[config.mk]
export PLATFORM = sky130hd
export DESIGN_NAME = pipeline_hazard_ctrl
export DESIGN_NICKNAME = d
export VERILOG_FILES = /design/src/rtl/pipeline_hazard_ctrl.sv
export SDC_FILE = /design/constraint.sdc
export NUM_CORES = 1
export LEC_CHECK = 0
export ABC_AREA = 0
export ABC_CLOCK_PERIOD_IN_PS = 2400
export CORE_AREA = 2 2 75 77
export CTS_BUF_LIST = sky130_fd_sc_hd__clkbuf_4
export DETAILED_ROUTE_END_ITERATION = 8
export DIE_AREA = 0 0 77 79
export PLACE_DENSITY_LB_ADDON = 0.05
export RECOVER_POWER = 50
export SLEW_MARGIN = 20
export SYNTH_ARGS = -nofsm -noshare
export SYNTH_HDL_FRONTEND = slang
export SYNTH_SLANG_ARGS = --single-unit
[constraint.sdc]
create_clock -name clock -period 2.4 [get_ports clock]
set_input_delay 0.6 -clock clock [delete_from_list [all_inputs] [get_ports clock]]
set_output_delay 0.6 -clock clock [all_outputs]
set_load 0.005 [all_outputs]
[src/rtl/pipeline_hazard_ctrl.sv]
// pipeline_hazard_ctrl: 5-stage pipeline stall/flush control with memory-wait tracking, hang trap and saturating event counters.
module pipeline_hazard_ctrl #(
  parameter int MEM_TIMEOUT = 15,
  parameter int CNT_W = 16
) (
  input  logic             clock,
  input  logic             reset,
  input  logic [4:0]       ID_RS,
  input  logic [4:0]       ID_RT,
  input  logic             ID_UsesRT,
  input  logic             EX_MEM_RDEN,
  input  logic [4:0]       EX_RD,
  input  logic             EX_BranchTaken,
  input  logic             MEM_MEM_RDEN,
  input  logic             MEM_MEM_WREN,
  input  logic             mem_ready,
  output logic             PC_WREN,
  output logic             IF_ID_WREN,
  output logic             IF_ID_flush,
  output logic             ID_EX_WREN,
  output logic             ID_EX_flush,
  output logic             EX_MEM_hold,
  output logic             MEM_WB_flush,
  output logic             mem_timeout,
  output logic [CNT_W-1:0] stall_count,
  output logic [CNT_W-1:0] flush_count
);
  typedef enum logic [1:0] {RUN, MEM_WAIT, ERROR} state_t;
  localparam int WW = $clog2(MEM_TIMEOUT + 1);
  state_t state, state_nx;
  logic [WW-1:0] wait_cnt, wait_nx;
  logic mem_acc, load_use, freeze, advance, timeout_nx;
  always_comb begin
    mem_acc = MEM_MEM_RDEN | MEM_MEM_WREN;
    load_use = EX_MEM_RDEN & (EX_RD != 5'd0) & ((EX_RD == ID_RS) | (ID_UsesRT & (EX_RD == ID_RT)));
    freeze = (state == ERROR) | (state == RUN & mem_acc & !mem_ready) | (state == MEM_WAIT & !mem_ready);
    // A taken branch squashes the dependent instruction, so it overrides the load-use bubble
    advance = !freeze & (EX_BranchTaken | !load_use);
    PC_WREN = advance;
    IF_ID_WREN = advance;
    IF_ID_flush = !freeze & EX_BranchTaken;
    ID_EX_WREN = !freeze;
    ID_EX_flush = !freeze & (EX_BranchTaken | load_use);
    EX_MEM_hold = freeze;
    MEM_WB_flush = freeze;
    state_nx = state;
    wait_nx = wait_cnt;
    timeout_nx = mem_timeout;
    if (state == RUN && mem_acc && !mem_ready) begin
      state_nx = MEM_WAIT;
      wait_nx = WW'(1);
    end else if (state == MEM_WAIT && mem_ready) begin
      state_nx = RUN;
      wait_nx = '0;
    end else if (state == MEM_WAIT && wait_cnt == WW'(MEM_TIMEOUT)) begin
      state_nx = ERROR;
      timeout_nx = 1'b1;
    end else if (state == MEM_WAIT) begin
      wait_nx = wait_cnt + WW'(1);
    end
  end
  always_ff @(posedge clock) begin
    if (reset) begin
      state <= RUN;
      wait_cnt <= '0;
      mem_timeout <= 1'b0;
      stall_count <= '0;
      flush_count <= '0;
    end else begin
      state <= state_nx;
      wait_cnt <= wait_nx;
      mem_timeout <= timeout_nx;
      if (!PC_WREN && stall_count != '1) stall_count <= stall_count + CNT_W'(1);
      if (IF_ID_flush && flush_count != '1) flush_count <= flush_count + CNT_W'(1);
    end
  end
endmodule
# After elaboration in Yosys (flattened, before gate mapping)
# Index checks and enable logic that the tools add are counted.
[word_totals]
register_bits = 39
inputBits = 23
word_cells = 61
[classes]
addsub = 3
n_eq_ne = 8
n_mux = 7
bitwise_logic = 18
n_reduce_logical = 18
[ops]
columns = ["op", "count"]
rows = [
  ["adder 16 x 1 -> 16 bit (second input constant)", 2],
  ["inequality test 16 bit (second input constant)", 2],
  ["equality test 5 bit", 2],
  ["bitwise AND 1 bit", 9],
  ["2-to-1 mux 1 bit", 7],
  ["logical AND 1 bit", 6],
  ["OR 1 bit", 6],
  ["nonzero test 3 bit", 2],
  ["nonzero test 5 bit", 1],
  ["adder 4 x 1 -> 4 bit (second input constant)", 1],
  ["equality test 4 bit (second input constant)", 1],
  ["logical NOT 1 bit", 4],
  ["AND reduction 2 bit", 2],
  ["inequality test 3 bit (second input constant)", 1],
  ["NOT 1 bit", 3],
  ["AND reduction 3 bit", 1],
  ["OR reduction 3 bit", 1],
  ["equality test 2 x 1 -> 1 bit (second input constant)", 1],
  ["equality test 2 bit (second input constant)", 1],
  ["logical NOT 2 bit", 1],
]

# Longest topological paths before layout
# Gate-level depths: netlist of the first run.
[depth]
ltp_word = 9
depth_mapped = 9

# Worst setup path after synthesis of the first run
# No wires, ideal clock.
[synth_path]
path_type = "input port to output port"
start = "in EX_RD[1]"
end = "out PC_WREN"
arrival_ns = 1.758
path_slack_ns = 0.042
stages = 5
path_buffers = 1
cell_sequence = "or4_1 > o21ai_1 > nor2_1 > a21oi_1 > buf_4"
[synth_via]
elab_chain_len = 7
elab_cells_between_ends = 10
[synth_lines]
columns = ["item", "line_no", "rtl"]
rows = [
  ["start, declared", "12", "input logic [4:0] EX_RD,"],
  ["equality test 5 bit", "35", "load_use = EX_MEM_RDEN & (EX_RD != 5'd0) & ((EX_RD == ID_RS) | (ID_UsesRT & (EX_RD == ID_RT)));"],
  ["bitwise AND 1 bit", "35", ""],
  ["OR 1 bit", "35", ""],
  ["bitwise AND 1 bit (*)", "35", ""],
  ["logical NOT 1 bit (*)", "38", "advance = !freeze & (EX_BranchTaken | !load_use);"],
  ["OR 1 bit (*)", "38", ""],
  ["bitwise AND 1 bit (*)", "38", ""],
  ["end, declared", "17", "output logic PC_WREN,"],
]
# Mark *: on every way between the ends. The rest lies on a longest branch, timed or not.

# Final worst setup path of the first run
[layout_path]
start = "in EX_RD[4]"
end = "out IF_ID_WREN"
[layout_via]
elab_chain_len = 7
elab_cells_between_ends = 10
[layout_lines]
columns = ["item", "line_no", "rtl"]
rows = [
  ["equality test 5 bit", "35", ""],
  ["bitwise AND 1 bit", "35", ""],
  ["OR 1 bit", "35", ""],
  ["bitwise AND 1 bit (*)", "35", ""],
  ["logical NOT 1 bit (*)", "38", ""],
  ["OR 1 bit (*)", "38", ""],
  ["bitwise AND 1 bit (*)", "38", ""],
  ["end, declared", "18", "output logic IF_ID_WREN,"],
]
# Marks and branches as above.

==> impl_metrics.yaml, run 1 <==
clock_network:
  path_clk_slew_ns: 0.11
  insertion_delay_ns: 0.34
  clkSinkCount: 39
  cts-buffers-inserted: 5
  clockBufferDepth: 2
  cts_tree: "built"
  htree_levels: 2
  cts-root-buf: "clkbuf_4"
synthesis:
  synth_edf_count: 0
  yosys_warnings: 0
  synth_flop_cell: "dfxtp_1"
  ys_seq_area_frac: 0.377
  syn_avg_cell_area_sq_um: 8.45
  synth.distinct_cells: 45
  synth-async-reset-ratio: 0
  synth_area_sq_um: 2070
  synth_fp_nets: 271
  ys_seq_elements: 39
  syn_inst: 245
power_and_ir_drop:
  irDropWorstVdd_uv: 286
  powerDensity_nw_per_um2: 392
  power.leakage_nw: 1.18
cells_and_area:
  syn_to_final_growth_pct: 46.8
  nNetsFinal: 366
  instances_no_fill: 412
  finalInstanceArea_sq_um: 3040
  final_cell_mix: "dfxtp_1 (38), nor2_1 (26), buf_4 (26), nand3_1 (21)"
  diodes: 0
  final_layout_size_suffix_gt1_frac: 0.179
  final_common_cell: "dfxtp_1"
global_routing:
  first_global_vias: 1912
  grt-ovfl-total: 0
  antenna_found_initial: 0
  grtUsageTotal: 0.178
  grt_max_degree: 27
  grt_pass1_wl_microns: 8770
timing:
  finalHoldViolations: 0
  fin_ws_ns: -0.0398
  fin_tns_setup_ns: -0.125
  max_slew.worst_pin.slew_ns: 0.436
  fmax_mhz: 410
  hold_slack_ns: 0.467
  drv_slew: 0
  maxSlewHeadroom: 0.707
  period_share: 1.02
  setup_viol: 5
  rsz0062_at_grt: "true"
  period_needed_ns: 2.44
  finalClockSkew_ns: 0.00817
routing:
  viasPerCell: 5.13
  ant_nets: 0
  routedWlPerCell_microns: 13.1
  drt_pass1_iterations: 4
  via_count: 2114
  drtIter0Drc: 66
  drc: 0
  wl_microns: 5390
setup_path:
  arrival_ns: 1.84
  slowest_delay_ns: 0.43
  cp_top_family: "simple AND/OR/NAND/NOR gates"
  cp-start-kind: "input port"
  critPathLaunch: "EX_RD[4]"
  path_class: "in2out"
  crit_required_ns: 1.80
  reg2reg_from: "state[0]$_SDFFE_PP0P_"
  cpMaxStageDelayCell: "or4_4"
  cp_num_buf_inv: 3
  critical_path.cell_chain: "clkdlybuf4s15_1 -> or4_4 -> o21ai_4 -> nor2_2 -> a21oi_2 -> buf_4 -> buf_2"
  end_kind: "output pin"
  critPathMaxFanout: 2
outcome:
  outcome: "complete, but fails checks"
  violations: "setup timing"
floorplanning:
  die_h_microns: 79
  ios: 63
  initial_utilization: 0.388
  die_w_microns: 77
  rows: 27
  core_area_sq_um: 5340
  dieArea_sq_um: 6080
flow_run:
  maxCapViolations: 0
min_path:
  hp-class: "reg2reg"
  min_from: "mem_timeout$_SDFFE_PP0N_"
placement:
  post-place-cells: 393
  gp_congestion: 0.818
  placed_area_sq_um: 2900
  dpl.hpwl_microns: 3780
  portBuffers: 62
  preCtsSetupSlack_ns: -0.741
cell usage after synthesis (2+ instances only):
cell type,n,area share
xor2_1,12,0.051
xnor2_1,12,0.051
o31ai_1,3,0.011
inv_1,4,0.0073
or4_1,4,0.015
a21oi_1,21,0.051
clkbuf_1,3,0.0054
dfxtp_1,39,0.38
nor2_1,27,0.049
o21ai_1,8,0.019
or3_1,13,0.039
mux2i_1,2,0.0097
nor4_1,3,0.0091
nand2_1,14,0.025
buf_4,3,0.011
ha_1,3,0.018
o21ai_0,7,0.017
nor3_1,3,0.0073
a31oi_1,4,0.012
nand3_1,21,0.051
and4_1,5,0.021
nand4_1,7,0.021
and3_1,5,0.015
layer usage:
layer,GRT usage,vias up,share of wire
met2,0.307,29,0.49
met4,0.0536,0,0.0061
met5,0,-,0
met3,0.0443,2,0.030
met1,0.221,991,0.47
li1,-,1092,-
where the power goes:
group          switching (mW)  total, mW  leakage (nW)  internal [mW]
sequential             0.0126      0.670         0.315          0.658
combinational          0.0917      0.207         0.834          0.115
clock                   0.210      0.315        0.0285          0.104
total                   0.315       1.19          1.18          0.877
through the flow:
step,power [mW],util
after floorplan,0.769,-
after global placement,0.878,0.542
after detailed placement,0.878,0.542
after CTS,1.21,0.565
after global routing,1.26,0.569
final,1.19,0.569
cell type report:
cell class	instances	area, sq um
clock buffer	5	37.5
clock inverter	2	8.76
fill	545	2300
multi-input combinational	192	1260
tap	72	90.1
sequential	39	782
timing repair buffer	97	838
inverter	5	18.8
registers in the layout, summed over array words and instances (netlist names):
| name | flops |
|---|---|
| flush_count | 16 |
| stall_count | 16 |
| wait_cnt | 4 |
| state | 2 |
| mem_timeout | 1 |
tightest hold or removal path, delay by kind of cell (launching register included):
family                 cells  cell delay [ns]
DFF                        1             0.33
buffers and inverters      1             0.05
AOI/OAI and AO/OA          1             0.05
logic make-up (layout without fill, tap and decap cells):
| group | Yosys count | count (layout) | synth area share |
|---|---|---|---|
| DFF | 39 | 39 | 0.377 |
| muxes | 2 | 2 | 0.00967 |
| AOI/OAI and AO/OA | 54 | 54 | 0.175 |
| adders and majority gates | 3 | 3 | 0.0181 |
| xor gates and xnor gates | 24 | 24 | 0.102 |
| buffers and inverters | 14 | 109 | 0.0369 |
| and+or+nand+nor | 109 | 109 | 0.281 |
repair_timing:
| item | CTS | global route |
|---|---|---|
| setup endpoints to repair | 7 | 20 |
| gates resized for setup | 53 | 14 |
| buffers inserted | 9 | 1 |
| pin swaps | 22 | 4 |
| hold buffers | 0 | 0 |
| endpoints found under the hold margin | 0 | 0 |
| gates cloned | 2 | 0 |
path summary, 6_finish.rpt:
check	endpoint	slack [ns]	depth (start not counted)
worst max register to register	stall_count[6]$_SDFFE_PP0P_	0.28	10
worst min-delay path	mem_timeout$_SDFFE_PP0N_	0.47	2
worst min register to register	mem_timeout$_SDFFE_PP0N_	0.47	2
worst max-delay path	IF_ID_WREN	-0.04	7
(Power assumes the default switching activity.)
==> run 2, diff against run 1 <==
- CORE_AREA: 2 2 75 77 -> 2 2 70 72
- DIE_AREA: 0 0 77 79 -> 0 0 72 74
==> impl_metrics.yaml, run 2 (synthesis results as in run 1) <==
flow_run:
  maxCapViolations: 0
power_and_ir_drop:
  p_clk_frac: 0.287
  swShare: 0.253
  pwr-share-seq: 0.558
  irDropWorstVdd_uv: 308
  combPwrFrac: 0.154
  p_sw_uw: 304
  powerDensity_nw_per_um2: 409
  power.leakage_nw: 1.16
  internal-power_uw: 896
cells_and_area:
  diodes: 0
  final_cell_mix: "dfxtp_1 (38), nor2_1 (27), buf_4 (23), nand3_1 (21), a21oi_1 (21)"
  finalInstanceArea_sq_um: 2930
  reg_top3: "flush_count x16, stall_count x16, wait_cnt x4"
  nNetsFinal: 360
  final_layout_size_suffix_gt1_frac: 0.149
  syn_to_final_growth_pct: 41.7
  final_common_cell: "dfxtp_1"
setup_path:
  worstRegToRegCells: 8
  cp-start-kind: "input port"
  crit_required_ns: 1.80
  path_class: "in2out"
  arrival_ns: 1.79
  end_kind: "output pin"
  critPathMaxFanout: 2
global_routing:
  first_global_vias: 1804
  grt_pass1_wl_microns: 8180
  grt_max_degree: 26
  grt-ovfl-total: 0
  antenna_found_initial: 0
  grtUsageTotal: 0.193
outcome:
  outcome: "finished, final reports clean"
placement:
  dpl.hpwl_microns: 3760
  placed_area_sq_um: 2870
  portBuffers: 62
  preCtsSetupSlack_ns: -0.764
  gp_congestion: 0.782
floorplanning:
  core_area_sq_um: 4600
  dieArea_sq_um: 5330
  die_w_microns: 72
  ios: 63
  initial_utilization: 0.450
  rows: 25
  die_h_microns: 74
routing:
  drtIter0Drc: 71
  routedWlPerCell_microns: 13.0
  drt_pass1_iterations: 4
  viasPerCell: 5.37
  ant_nets: 0
  via_count: 2088
  drc: 0
  wl_microns: 5070
clock_network:
  insertion_delay_ns: 0.33
  cts-buffers-inserted: 5
  clockBufferDepth: 2
  cts_tree: "built"
  path_clk_slew_ns: 0.11
  cts-root-buf: "clkbuf_4"
  hold_buffers: 0
  clkSinkCount: 39
  htree_levels: 2
timing:
  setup_viol: 0
  fmax_mhz: 418
  hold_slack_ns: 0.466
  drv_slew: 0
  maxSlewHeadroom: 0.643
  max_slew.worst_pin.slew_ns: 0.531
  finalClockSkew_ns: 0.00594
  period_share: 0.998
  fin_ws_ns: 0.00516
  period_needed_ns: 2.39
  finalHoldViolations: 0
  rsz0062_at_grt: "true"
min_path:
  hp-class: "reg2reg"
  worst_hold_path.num_cells: 2
==> run 2: power groups by stage <==
stage	clock network (mW)	registers, mW	logic [mW]
after floorplan	0	0.682	0.0868
after global placement	0	0.684	0.191
after detailed placement	0	0.685	0.194
after CTS	0.363	0.671	0.191
after global routing	0.396	0.673	0.203
final	0.345	0.670	0.185
==> run 2: final cells by class <==
| cell class | instances | area (sq um) |
|---|---|---|
| Fill cell | 419 | 1670 |
| Clock inverter | 1 | 5.00 |
| Inverter | 5 | 18.8 |
| Tap cell | 54 | 67.6 |
| Sequential cell | 39 | 782 |
| Clock buffer | 7 | 52.6 |
| Multi-Input combinational cell | 192 | 1220 |
| Timing Repair Buffer | 91 | 783 |
==> run 2: layer usage <==
metal,share of wire,vias to the layer above,wire [microns],GRT usage
met5,0,-,0,0
met4,0.0041,0,21,0.0503
met3,0.040,2,202,0.0488
met2,0.51,45,2570,0.333
met1,0.45,970,2270,0.243
li1,-,1071,-,-
==> run 2: final timing paths <==
| check | start | endpoint | slack (ns) |
|---|---|---|---|
| setup reg to reg | stall_count[0]$_SDFFE_PP0P_ | stall_count[1]$_SDFFE_PP0P_ | 0.25 |
| hold reg to reg | mem_timeout$_SDFFE_PP0N_ | mem_timeout$_SDFFE_PP0N_ | 0.47 |
| hold / removal | mem_timeout$_SDFFE_PP0N_ | mem_timeout$_SDFFE_PP0N_ | 0.47 |
| setup / recovery | EX_RD[4] | ID_EX_flush | 0.005 |
==> run 2: per-stage QoR <==
stage	setup TNS, ns	util	total power, mW	instances
finish	0	0.638	1.20	389
global route	-0.0577	0.638	1.27	389
CTS	-0.0138	0.643	1.22	388
detailed placement	-8.79	0.625	0.879	375
global placement	-7.63	0.625	0.876	375
floorplan	0	-	0.769	245
==> run 2: what timing repair did <==
| item | 4_1_cts | 5_1_grt |
|---|---|---|
| setup buffers | 5 | 1 |
| endpoints found under the hold margin | 0 | 0 |
| resized for setup | 49 | 5 |
| pin swaps | 11 | 7 |
| setup endpoints to repair | 7 | 9 |
==> run 2: critical path, stage by stage <==
cell	delay, ns
buf_6	0.09
or4_4	0.52
o21ai_2	0.15
and2b_1	0.19
nor2_1	0.08
nor2_1	0.04
buf_2	0.11
==> run 3, diff against run 2 <==
- CORE_AREA: 2 2 70 72 -> 5 5 73 75
- DIE_AREA: 0 0 72 74 -> 0 0 78 80
==> impl_metrics.yaml, run 3 (synthesis results as in run 1) <==
clock_network:
  cts-root-buf: "clkbuf_4"
  htree_levels: 2
  insertion_delay_ns: 0.33
  clockBufferDepth: 2
  path_clk_slew_ns: 0.10
  hold_buffers: 0
  cts-buffers-inserted: 5
  cts_tree: "built"
  clkSinkCount: 39
setup_path:
  end_kind: "output pin"
  cp_num_buf_inv: 3
  path_common_cell: "buf_2"
  critical_path.cell_chain: "buf_2 -> or4_4 -> o21ai_4 -> buf_6 -> nor2_4 -> a21oi_2 -> buf_2"
  crit_required_ns: 1.80
  reg2reg_from: "stall_count[0]$_SDFFE_PP0P_"
  cp-start-kind: "input port"
  cpMaxStageDelayCell: "or4_4"
  slowest_delay_ns: 0.52
  critPathMaxFanout: 3
  arrival_ns: 1.84
  critPathLaunch: "EX_RD[2]"
  path_class: "in2out"
  cp_top_family: "simple AND/OR/NAND/NOR gates"
floorplanning:
  die_w_microns: 78
  core_area_sq_um: 4600
  dieArea_sq_um: 6240
  ios: 63
  initial_utilization: 0.450
  rows: 25
  die_h_microns: 80
timing:
  rsz0062_at_grt: "true"
  fin_tns_setup_ns: -0.105
  drv_slew: 0
  fin_ws_ns: -0.0393
  setup_viol: 3
  period_share: 1.02
  period_needed_ns: 2.44
  hold_slack_ns: 0.465
  fmax_mhz: 410
  finalHoldViolations: 0
  max_slew.worst_pin.slew_ns: 0.479
  finalClockSkew_ns: 0.00999
  maxSlewHeadroom: 0.678
power_and_ir_drop:
  power.leakage_nw: 1.10
  irDropWorstVdd_uv: 340
  powerDensity_nw_per_um2: 395
placement:
  gp_congestion: 0.773
  portBuffers: 62
  post-place-cells: 375
  placed_area_sq_um: 2870
  dpl.hpwl_microns: 3990
  preCtsSetupSlack_ns: -0.754
cells_and_area:
  diodes: 0
  final_cell_mix: "dfxtp_1 (38), clkdlybuf4s50_1 (37), nor2_1 (26), buf_4 (25), nand3_1 (21)"
  nNetsFinal: 359
  final_common_cell: "dfxtp_1"
  syn_to_final_growth_pct: 43.9
  instances_no_fill: 387
  final_layout_size_suffix_gt1_frac: 0.177
  reg_top3: "flush_count x16, stall_count x16, wait_cnt x4"
  finalInstanceArea_sq_um: 2980
global_routing:
  grt-ovfl-total: 0
  grt_max_degree: 24
  grtUsageTotal: 0.172
  first_global_vias: 1996
  grt_use_met3: 0.0305
  met1_usage: 0.202
  antenna_found_initial: 0
  grt_pass1_wl_microns: 8850
  busiest_layer: "met2"
  met2_usage: 0.311
flow_run:
  maxCapViolations: 0
routing:
  routedWlPerCell_microns: 13.7
  drt_pass1_iterations: 4
  drc: 0
  drtIter0Drc: 76
  via_count: 2122
  ant_nets: 0
  wl_microns: 5300
  viasPerCell: 5.48
min_path:
  hp-class: "reg2reg"
  min_from: "mem_timeout$_SDFFE_PP0N_"
outcome:
  outcome: "complete, but fails checks"
  violations: "setup timing"
-- run 3: cell count changes in the layout (fill, tap and decap cells not counted), sizes merged --
cell / change
dlygate4sd3: -20
clkbuf: -6
clkinv: +1
dlymetal6s2s: -1
clkdlybuf4s50: +20
buf: +4
-- run 3: path summary, 6_finish.rpt --
path                                      end  slack, ns  cells past startpoint
setup reg to reg  stall_count[1]$_SDFFE_PP0P_       0.25                      8
setup / recovery                   IF_ID_WREN      -0.04                      7
hold reg to reg      mem_timeout$_SDFFE_PP0N_       0.46                      2
hold / removal       mem_timeout$_SDFFE_PP0N_       0.46                      2
-- run 3: area by class of cell --
cell class	instances	area [sq um]
fillers	418	1620
multi-input cells	192	1270
repair buffers	90	795
flip-flops and latches	39	782
well taps	54	67.6
clock buffers	5	37.5
inverters	5	18.8
clock inverters	2	8.76
-- run 3: power by group --
| part | internal, mW | switching [mW] |
|---|---|---|
| registers | 0.657 | 0.0133 |
| clock network | 0.104 | 0.206 |
| logic | 0.108 | 0.0877 |
| total | 0.870 | 0.307 |
-- run 3: through the flow --
stage,total power [mW],utilization
6_report,1.18,0.648
5_1_grt,1.24,0.648
4_1_cts,1.19,0.641
3_5_place_dp,0.881,0.625
3_3_place_gp,0.878,0.625
2_1_floorplan,0.769,-
-- run 3: repair_timing --
item | 4_1_cts | 5_1_grt
resized for setup | 51 | 11
pin swaps | 19 | 9
buffers inserted | 5 | 0
endpoints found under the setup margin | 7 | 9
-- run 3: worst reg2reg max path, cell delays in order, from the launching register on --
cell,delay [ns]
dfxtp_1,0.42
ha_1,0.19
nand2_1,0.12
nor4_1,0.46
nand2_1,0.15
a31oi_2,0.26
buf_4,0.22
mux2i_1,0.19
nor2_1,0.05
-- run 3: metal layers --
metal | wire [microns] | vias to the layer above
li1 | - | 1071
met1 | 2270 | 1011
met2 | 2790 | 32
met3 | 181 | 8
met4 | 63 | 0
met5 | 0 | -
